===== src/rtl/state_register_ctrl_if.sv =====
// Port bundle for state_register_ctrl: next-state/force/clear inputs and the registered state outputs.
interface state_register_ctrl_if #(
  parameter int ST_W    = 3,
  parameter int DWELL_W = 8
);
  logic               en;
  logic [ST_W-1:0]    nxt_st;
  logic               force_vld;
  logic [ST_W-1:0]    force_st;
  logic               err_clr;
  logic [ST_W-1:0]    cur_st;
  logic [ST_W-1:0]    prv_st;
  logic               st_chg;
  logic [DWELL_W-1:0] dwell_cnt;
  logic               err;
  logic               err_sticky;

  modport master (
    output en, nxt_st, force_vld, force_st, err_clr,
    input  cur_st, prv_st, st_chg, dwell_cnt, err, err_sticky
  );

  modport slave (
    input  en, nxt_st, force_vld, force_st, err_clr,
    output cur_st, prv_st, st_chg, dwell_cnt, err, err_sticky
  );
endinterface


===== src/rtl/state_register_ctrl.sv =====
// Flasher state register with force-load, illegal-code recovery, change strobe and dwell counter.
// Define STATE_REG_DWELL_EN to build the dwell counter; otherwise dwell_cnt is tied to zero.
module state_register_ctrl #(
  parameter int ST_W       = 3,
  parameter int ST_INITIAL = 0,
  parameter int ST_MAX     = 5,
  parameter int DWELL_W    = 8
) (
  input logic                 div_clk,
  input logic                 rst,
  state_register_ctrl_if.slave bus
);

  localparam logic [ST_W-1:0] ST_INIT_C = ST_W'(ST_INITIAL);
  localparam logic [ST_W-1:0] ST_MAX_C  = ST_W'(ST_MAX);

  logic [ST_W-1:0] cur_q, cur_d;
  logic [ST_W-1:0] prv_q, prv_d;
  logic [ST_W-1:0] cand_s;
  logic            chg_q, chg_d;
  logic            err_q, err_d;
  logic            sticky_q, sticky_d;
  logic            load_s;
  logic            illegal_s;

  // Candidate selection, legality check and change detection
  always_comb begin
    cand_s = cur_q;
    load_s = 1'b0;
    if (bus.force_vld) begin
      cand_s = bus.force_st;
      load_s = 1'b1;
    end else if (bus.en) begin
      cand_s = bus.nxt_st;
      load_s = 1'b1;
    end else begin
      cand_s = cur_q;
      load_s = 1'b0;
    end

    illegal_s = load_s && (cand_s > ST_MAX_C);

    if (illegal_s) begin
      cur_d = ST_INIT_C;
    end else if (load_s) begin
      cur_d = cand_s;
    end else begin
      cur_d = cur_q;
    end

    chg_d = (cur_d != cur_q);
    if (chg_d) begin
      prv_d = cur_q;
    end else begin
      prv_d = prv_q;
    end

    err_d = illegal_s;
    // A new error outranks a same-cycle clear
    if (illegal_s) begin
      sticky_d = 1'b1;
    end else if (bus.err_clr) begin
      sticky_d = 1'b0;
    end else begin
      sticky_d = sticky_q;
    end
  end

  // State, history and error flag registers
  always_ff @(posedge div_clk or posedge rst) begin
    if (rst) begin
      cur_q    <= ST_INIT_C;
      prv_q    <= ST_INIT_C;
      chg_q    <= 1'b0;
      err_q    <= 1'b0;
      sticky_q <= 1'b0;
    end else begin
      cur_q    <= cur_d;
      prv_q    <= prv_d;
      chg_q    <= chg_d;
      err_q    <= err_d;
      sticky_q <= sticky_d;
    end
  end

`ifdef STATE_REG_DWELL_EN
  localparam logic [DWELL_W-1:0] DWELL_MAX = {DWELL_W{1'b1}};

  logic [DWELL_W-1:0] dwell_q, dwell_d;
  logic               restart_s;

  // A legal force restarts the dwell count even when the code is unchanged
  always_comb begin
    restart_s = chg_d | (bus.force_vld & ~illegal_s);
    if (restart_s) begin
      dwell_d = {DWELL_W{1'b0}};
    end else if (dwell_q == DWELL_MAX) begin
      dwell_d = dwell_q;
    end else begin
      dwell_d = dwell_q + DWELL_W'(1);
    end
  end

  // Dwell counter register
  always_ff @(posedge div_clk or posedge rst) begin
    if (rst) begin
      dwell_q <= {DWELL_W{1'b0}};
    end else begin
      dwell_q <= dwell_d;
    end
  end

  assign bus.dwell_cnt = dwell_q;
`else
  assign bus.dwell_cnt = {DWELL_W{1'b0}};
`endif

  assign bus.cur_st     = cur_q;
  assign bus.prv_st     = prv_q;
  assign bus.st_chg     = chg_q;
  assign bus.err        = err_q;
  assign bus.err_sticky = sticky_q;

endmodule


===== src/flat_wrapper.sv =====
// flat-port wrapper written by rule: the top's interface ports become plain ports
module state_register_ctrl_flat 
#(
  parameter int ST_W       = 3,
  parameter int ST_INITIAL = 0,
  parameter int ST_MAX     = 5,
  parameter int DWELL_W    = 8
)
  (div_clk, rst, bus_en, bus_nxt_st, bus_force_vld, bus_force_st, bus_err_clr, bus_cur_st, bus_prv_st, bus_st_chg, bus_dwell_cnt, bus_err, bus_err_sticky);
  state_register_ctrl_if #(.ST_W(ST_W), .DWELL_W(DWELL_W)) bus_i ();
  input logic div_clk;
  input logic rst;
  input wire logic [$bits(bus_i.en)-1:0] bus_en;
  input wire logic [$bits(bus_i.nxt_st)-1:0] bus_nxt_st;
  input wire logic [$bits(bus_i.force_vld)-1:0] bus_force_vld;
  input wire logic [$bits(bus_i.force_st)-1:0] bus_force_st;
  input wire logic [$bits(bus_i.err_clr)-1:0] bus_err_clr;
  output wire logic [$bits(bus_i.cur_st)-1:0] bus_cur_st;
  output wire logic [$bits(bus_i.prv_st)-1:0] bus_prv_st;
  output wire logic [$bits(bus_i.st_chg)-1:0] bus_st_chg;
  output wire logic [$bits(bus_i.dwell_cnt)-1:0] bus_dwell_cnt;
  output wire logic [$bits(bus_i.err)-1:0] bus_err;
  output wire logic [$bits(bus_i.err_sticky)-1:0] bus_err_sticky;
  assign bus_i.en = bus_en;
  assign bus_i.nxt_st = bus_nxt_st;
  assign bus_i.force_vld = bus_force_vld;
  assign bus_i.force_st = bus_force_st;
  assign bus_i.err_clr = bus_err_clr;
  assign bus_cur_st = bus_i.cur_st;
  assign bus_prv_st = bus_i.prv_st;
  assign bus_st_chg = bus_i.st_chg;
  assign bus_dwell_cnt = bus_i.dwell_cnt;
  assign bus_err = bus_i.err;
  assign bus_err_sticky = bus_i.err_sticky;
  state_register_ctrl #(.ST_W(ST_W), .ST_INITIAL(ST_INITIAL), .ST_MAX(ST_MAX), .DWELL_W(DWELL_W)) u_core (.div_clk(div_clk), .rst(rst), .bus(bus_i));
endmodule

===== config.mk =====
export PLATFORM = sky130hd
export DESIGN_NAME = state_register_ctrl_flat
export DESIGN_NICKNAME = d
export VERILOG_FILES = /design/src/rtl/state_register_ctrl_if.sv /design/src/rtl/state_register_ctrl.sv /design/src/flat_wrapper.sv
export SDC_FILE = /design/constraint.sdc
export NUM_CORES = 1
export LEC_CHECK = 0
export CORE_MARGIN = 2
export CORE_UTILIZATION = 35
export CTS_BUF_LIST = sky130_fd_sc_hd__clkbuf_16
export DETAILED_ROUTE_END_ITERATION = 16
export HOLD_SLACK_MARGIN = 0.1
export PLACE_DENSITY = 0.79
export SYNTH_ARGS = -nofsm -noshare
export SYNTH_HDL_FRONTEND = slang
export SYNTH_SLANG_ARGS = --single-unit

===== constraint.sdc =====
create_clock -name div_clk -period 2.98 [get_ports div_clk]
set_input_delay 0.894 -clock div_clk [delete_from_list [all_inputs] [get_ports div_clk]]
set_output_delay 0.894 -clock div_clk [all_outputs]
set_load 0.005 [all_outputs]

* After elaboration in Yosys (flattened, before gate mapping)
Cells that the tools add are included.
Word-level totals: bits in registers 9, input bits 11, output and inout bits 17, logic and storage cells 17
Operators by class: $lt $le $gt $ge 1, equal/unequal tests 1, muxes and demuxes 8, reduce and logical (&&, ||, !) cells 2
Operators with widths (count):
- 3-bit two-way mux | 4
- 1-bit two-way mux | 4
- 3-bit > comparator (second input constant) | 1
- 3-bit != test | 1
- 2-bit nonzero test | 1
- 1-bit logical AND | 1

* Depth between registers and ports, before layout
depth in word-level cells 6, depth in mapped cells 6, mapped depth without buffers 5

* Worst setup path before layout
OpenSTA, ideal clock, no wires.
kind input-to-reg, start point input bus_force_vld, end point register u_core.prv_q[1], in the netlist u_core.bus.prv_st[1], data arrival time 2183 ps, slack 672 ps, cell stages on the path 6, path through buf_2 > nor2b_1 > o32ai_2 > a32oi_2 > a211oi_4 > mux2_4
Between the ends: cells in the longest elaborated chain, start to end 5, elaborated cells on any way between the ends 7, those cells by class 1 x order compare; 1 x eq/ne; 4 x mux; 1 x reduce/logical
Ends and longest elaborated chain:
- start: declaration | RTL line flat_wrapper.sv:15 | input wire logic [$bits(bus_i.force_vld)-1:0] bus_force_vld;
- 3-bit two-way mux | RTL line state_register_ctrl.sv:30 | if (bus.force_vld) begin
- 3-bit > comparator | RTL line state_register_ctrl.sv:41 | illegal_s = load_s && (cand_s > ST_MAX_C);
- 1-bit logical AND | RTL line state_register_ctrl.sv:41
- 3-bit two-way mux * | RTL line state_register_ctrl.sv:43 | if (illegal_s) begin
- 3-bit != test * | RTL line state_register_ctrl.sv:51 | chg_d = (cur_d != cur_q);
- end signal: assignment | RTL line state_register_ctrl.sv:79 | prv_q <= prv_d;
- end: declaration | RTL line state_register_ctrl.sv:18 | logic [ST_W-1:0] prv_q, prv_d;
Every way passes the cells marked *; elsewhere a longest branch is shown, timed or not. A chain may end at the register's enable or synchronous reset.

* Final worst setup path
Ends and elaborated chain as after synthesis.

==> out/qor.txt <==
WORST SETUP PATH
--------------------------------------------------------------------------------------
Type of the worst setup path                                              input pin to flop
Worst reg2reg path endpoint                                               u_core.bus.prv_st[1]
Timing endpoint of the critical path                                      u_core.bus.prv_st[1]
Critical path launch point type                                              input pin
Library cell contributing the largest single delay on the critical path   sky130_fd_sc_hd__clkdlybuf4s50_1
Slack of the worst reg-to-reg path                                             1.25 ns
Worst r2r src                                                             u_core.bus.cur_st[2]
Crit path from                                                            bus_force_vld
Crit path DAT                                                                  2.75 ns
Number of cells on the worst reg-to-reg path                                         5
Req. time, crit path                                                           3.09 ns
Ordered cell list for the critical path                                   clkdlybuf4s50_1 -> and3b_2 -> o32ai_2 -> a32oi_2 -> a211oi_4 -> mux2_4
CP Capture Type                                                                   flop
Biggest fanout along the worst timing path                                          10
Peak per-stage delay on the critical path                                      0.64 ns

SYNTHESIS
--------------------------------------------------------------------------------------
Synthesized cell area                                                        633.1 µm²
Average cell area after synthesis                                            9.740 µm²
Synth top area share                                                            35.57%
Synthesis Warnings                                                                   0
Part of the Yosys area used for sequential elements                             35.57%
Area contributors post-synth                                              sky130_fd_sc_hd__dfrtp_1 (36%), sky130_fd_sc_hd__buf_4 (9.5%), sky130_fd_sc_hd__mux2i_1 (6.3%)
Post-Syn Instances                                                                  65
Cell taking the most area after synthesis                                 sky130_fd_sc_hd__dfrtp_1
Number of synthesized register bits                                                  9
Yosys cell types                                                                    27

FLOORPLAN
--------------------------------------------------------------------------------------
CORE AREA                                                                 0.001708 mm²
Die width                                                                     46.53 µm
I/O pin count                                                                       28
Initial Util                                                                    37.07%
Vert. Die Dim                                                                 46.53 µm
Core Rows                                                                           15
Floorplan die area                                                        0.002165 mm²

PLACE
--------------------------------------------------------------------------------------
Port Buf Inserts                                                                    19
Detailed placement HPWL                                                        1042 µm
Weighted congestion at the end of routability-driven global placement           0.7437

FINISH
--------------------------------------------------------------------------------------
Most frequent cells in the layout                                         sky130_fd_sc_hd__clkdlybuf4s50_1 (19), sky130_fd_sc_hd__dfrtp_1 (9), sky130_fd_sc_hd__conb_1 (8)
Syn-to-layout area delta                                                        41.90%
Ratio of cells with drive above 1 in the final layout                           13.79%
Utilization after layout                                                        52.60%
Layout Nets                                                                         99
Most frequent standard cell in the layout excluding fill and tap cells    sky130_fd_sc_hd__clkdlybuf4s50_1
Number of diodes added for antenna fixing                                            0

POWER AND IR DROP
--------------------------------------------------------------------------------------
Sequential cell fraction of total power                                          30.7%
Power density of the placed cells                                         564.5 mW/mm²
Static Leakage                                                               0.4111 nW
Int Power                                                                    0.3892 mW
Switching part of the total                                                     23.26%
Peak ir drop on the vdd network                                              0.4684 mV
Sw power                                                                     0.1180 mW
Clk pwr share                                                                    45.0%
Share of power burned in combinational logic                                     24.3%

DRT
--------------------------------------------------------------------------------------
Average via count per standard cell                                              4.670
Number of remaining DRC errors                                                       0
Wire length per cell                                                          11.58 µm
Pre-antenna DRT Iters                                                                4
Antenna violation net count after detailed routing                                   0
WL final                                                                       1297 µm
Vias                                                                               523
Iteration-0 DRC count of the detailed router                                         7

TIMING
--------------------------------------------------------------------------------------
Final count of negative-setup-slack endpoints                                        0
Largest clock skew in the final design                                     0.003540 ns
Final critical-path share of the clock period                                   88.49%
Number of endpoints with negative hold slack in the final report                     0
Period minus WS final                                                         2.637 ns
Highest attainable clock frequency                                          0.3792 GHz
Accumulated negative setup slack                                                  0 ns
Setup repair after global routing missed its margin                              false
Pins Over Slew Limit                                                                 0

CLOCK TREE
--------------------------------------------------------------------------------------
Clock net sink count                                                                 9
Worst-Skew Late Latency                                                        0.23 ns
Number of post-CTS setup repair buffers                                              0
Number of hold buffers added after cts                                               0
Number of buffers added by the clock tree synthesis step                             3
H-tree depth                                                                         1
Clock Tree Root                                                           sky130_fd_sc_hd__clkbuf_16
Clk slew on worst S/H paths                                                    0.04 ns
Post-cts sizing count                                                                0
Number of buffers on the longest clock path                                          2
TritonCTS clock tree                                                              done

FLOW RUN
--------------------------------------------------------------------------------------
Total of max-cap violations                                                          0

GLOBAL ROUTING
--------------------------------------------------------------------------------------
Vias in the first global route                                                     487
First-pass GRT wire length                                                     2104 µm
Number of antenna violations at the first check in global routing                    0
Largest net degree at the start of global routing                                   11
Aggregate global-route resource usage                                           14.40%
Remaining global-route overflow                                                      0

HOLD PATH
--------------------------------------------------------------------------------------
Hold Crit Class                                                           flop to flop

RUN STATUS
--------------------------------------------------------------------------------------
Outcome                                                                   finished clean

==> metrics by stage <==
stage / setup slack [ns] / total power [mW] / std cells / cell area [µm²] / hold slack [ns]
2_1_floorplan: 0.6724 / 0.2267 / 72 / 659.4 / 0.4740
3_5_place_dp: 0.1101 / 0.2812 / 108 / 819.5 / 0.4719
3_3_place_gp: 0.1646 / 0.2782 / 108 / 819.5 / 0.4638
6_report: 0.3431 / 0.5072 / 112 / 898.4 / 0.4738
5_1_grt: 0.2388 / 0.5358 / 112 / 898.4 / 0.5032
4_1_cts: 0.3422 / 0.5121 / 112 / 898.4 / 0.4800
==> metal layers <==
metal  track usage [%]  vias up  part of all wire [%]
li1                  -      253                     -
met1             16.75      246                    40
met2             22.22       20                    51
met3             6.275        4                   6.4
met4             7.429        0                   2.5
met5                 0        -                     0
==> synth_stat cells, drive strengths merged <==
cell	number
nand3	2
nand2	4
conb	1
buf	10
nand2b	1
a32oi	1
and3b	1
a21oi	2
dfrtp	9
o22ai	1
nor2	3
o21ai	3
a211oi	2
a21o	2
a211o	2
inv	6
nand3b	1
o32ai	1
mux2	2
nor3b	1
o211ai	2
mux2i	4
nor2b	4
==> how the worst min path moves through the flow <==
stage / from / end / slack [ns] / depth (start not counted)
floorplan: u_core.bus.err_sticky / u_core.bus.err_sticky / 0.47 / 1
global placement: u_core.bus.err_sticky / u_core.bus.err_sticky / 0.46 / 1
detailed placement: u_core.bus.err_sticky / u_core.bus.err_sticky / 0.47 / 1
CTS: u_core.bus.err_sticky / u_core.bus.err_sticky / 0.48 / 1
global route: u_core.bus.err_sticky / u_core.bus.err_sticky / 0.50 / 1
finish: u_core.bus.err_sticky / u_core.bus.err_sticky / 0.47 / 1
==> sequential cells by signal (all words and copies together) (netlist names) <==
register,cells
u_core.bus.cur_st,3
u_core.bus.err,1
u_core.bus.err_sticky,1
u_core.bus.prv_st,3
u_core.bus.st_chg,1
==> cell type report <==
type                            count  area, µm²
Fill cell                         144      809.5
Timing Repair Buffer               21      205.2
Tap cell                           25      31.28
Clock inverter                      1      3.754
Clock buffer                        3      75.07
Sequential cell                     9      225.2
Inverter                            6      22.52
Multi-Input combinational cell     47      335.3
==> worst max-delay path: cells and delay by family <==
kind / cells / cell delay, ns
buf+inv: 1 / 0.64
simple gates: 1 / 0.26
compound gates: 3 / 0.62
mux: 1 / 0.33
==> kinds of logic after synthesis <==
group	count (synthesis)	share of synthesized area, %
AO/OA/AOI/OAI	16	22.53
other	1	0.5923
multiplexers	6	11.07
AND/OR/NAND/NOR	17	14.62
buffers and inverters	16	15.61
flip-flops	9	35.57
==> power groups by stage <==
stage,logic (mW),registers (mW),clock network [mW]
global placement,0.121,0.157,0
global route,0.135,0.159,0.242
floorplan,0.0705,0.156,0
finish,0.123,0.156,0.228
CTS,0.124,0.156,0.232
detailed placement,0.124,0.158,0
Power figures use the tool's default switching activity.
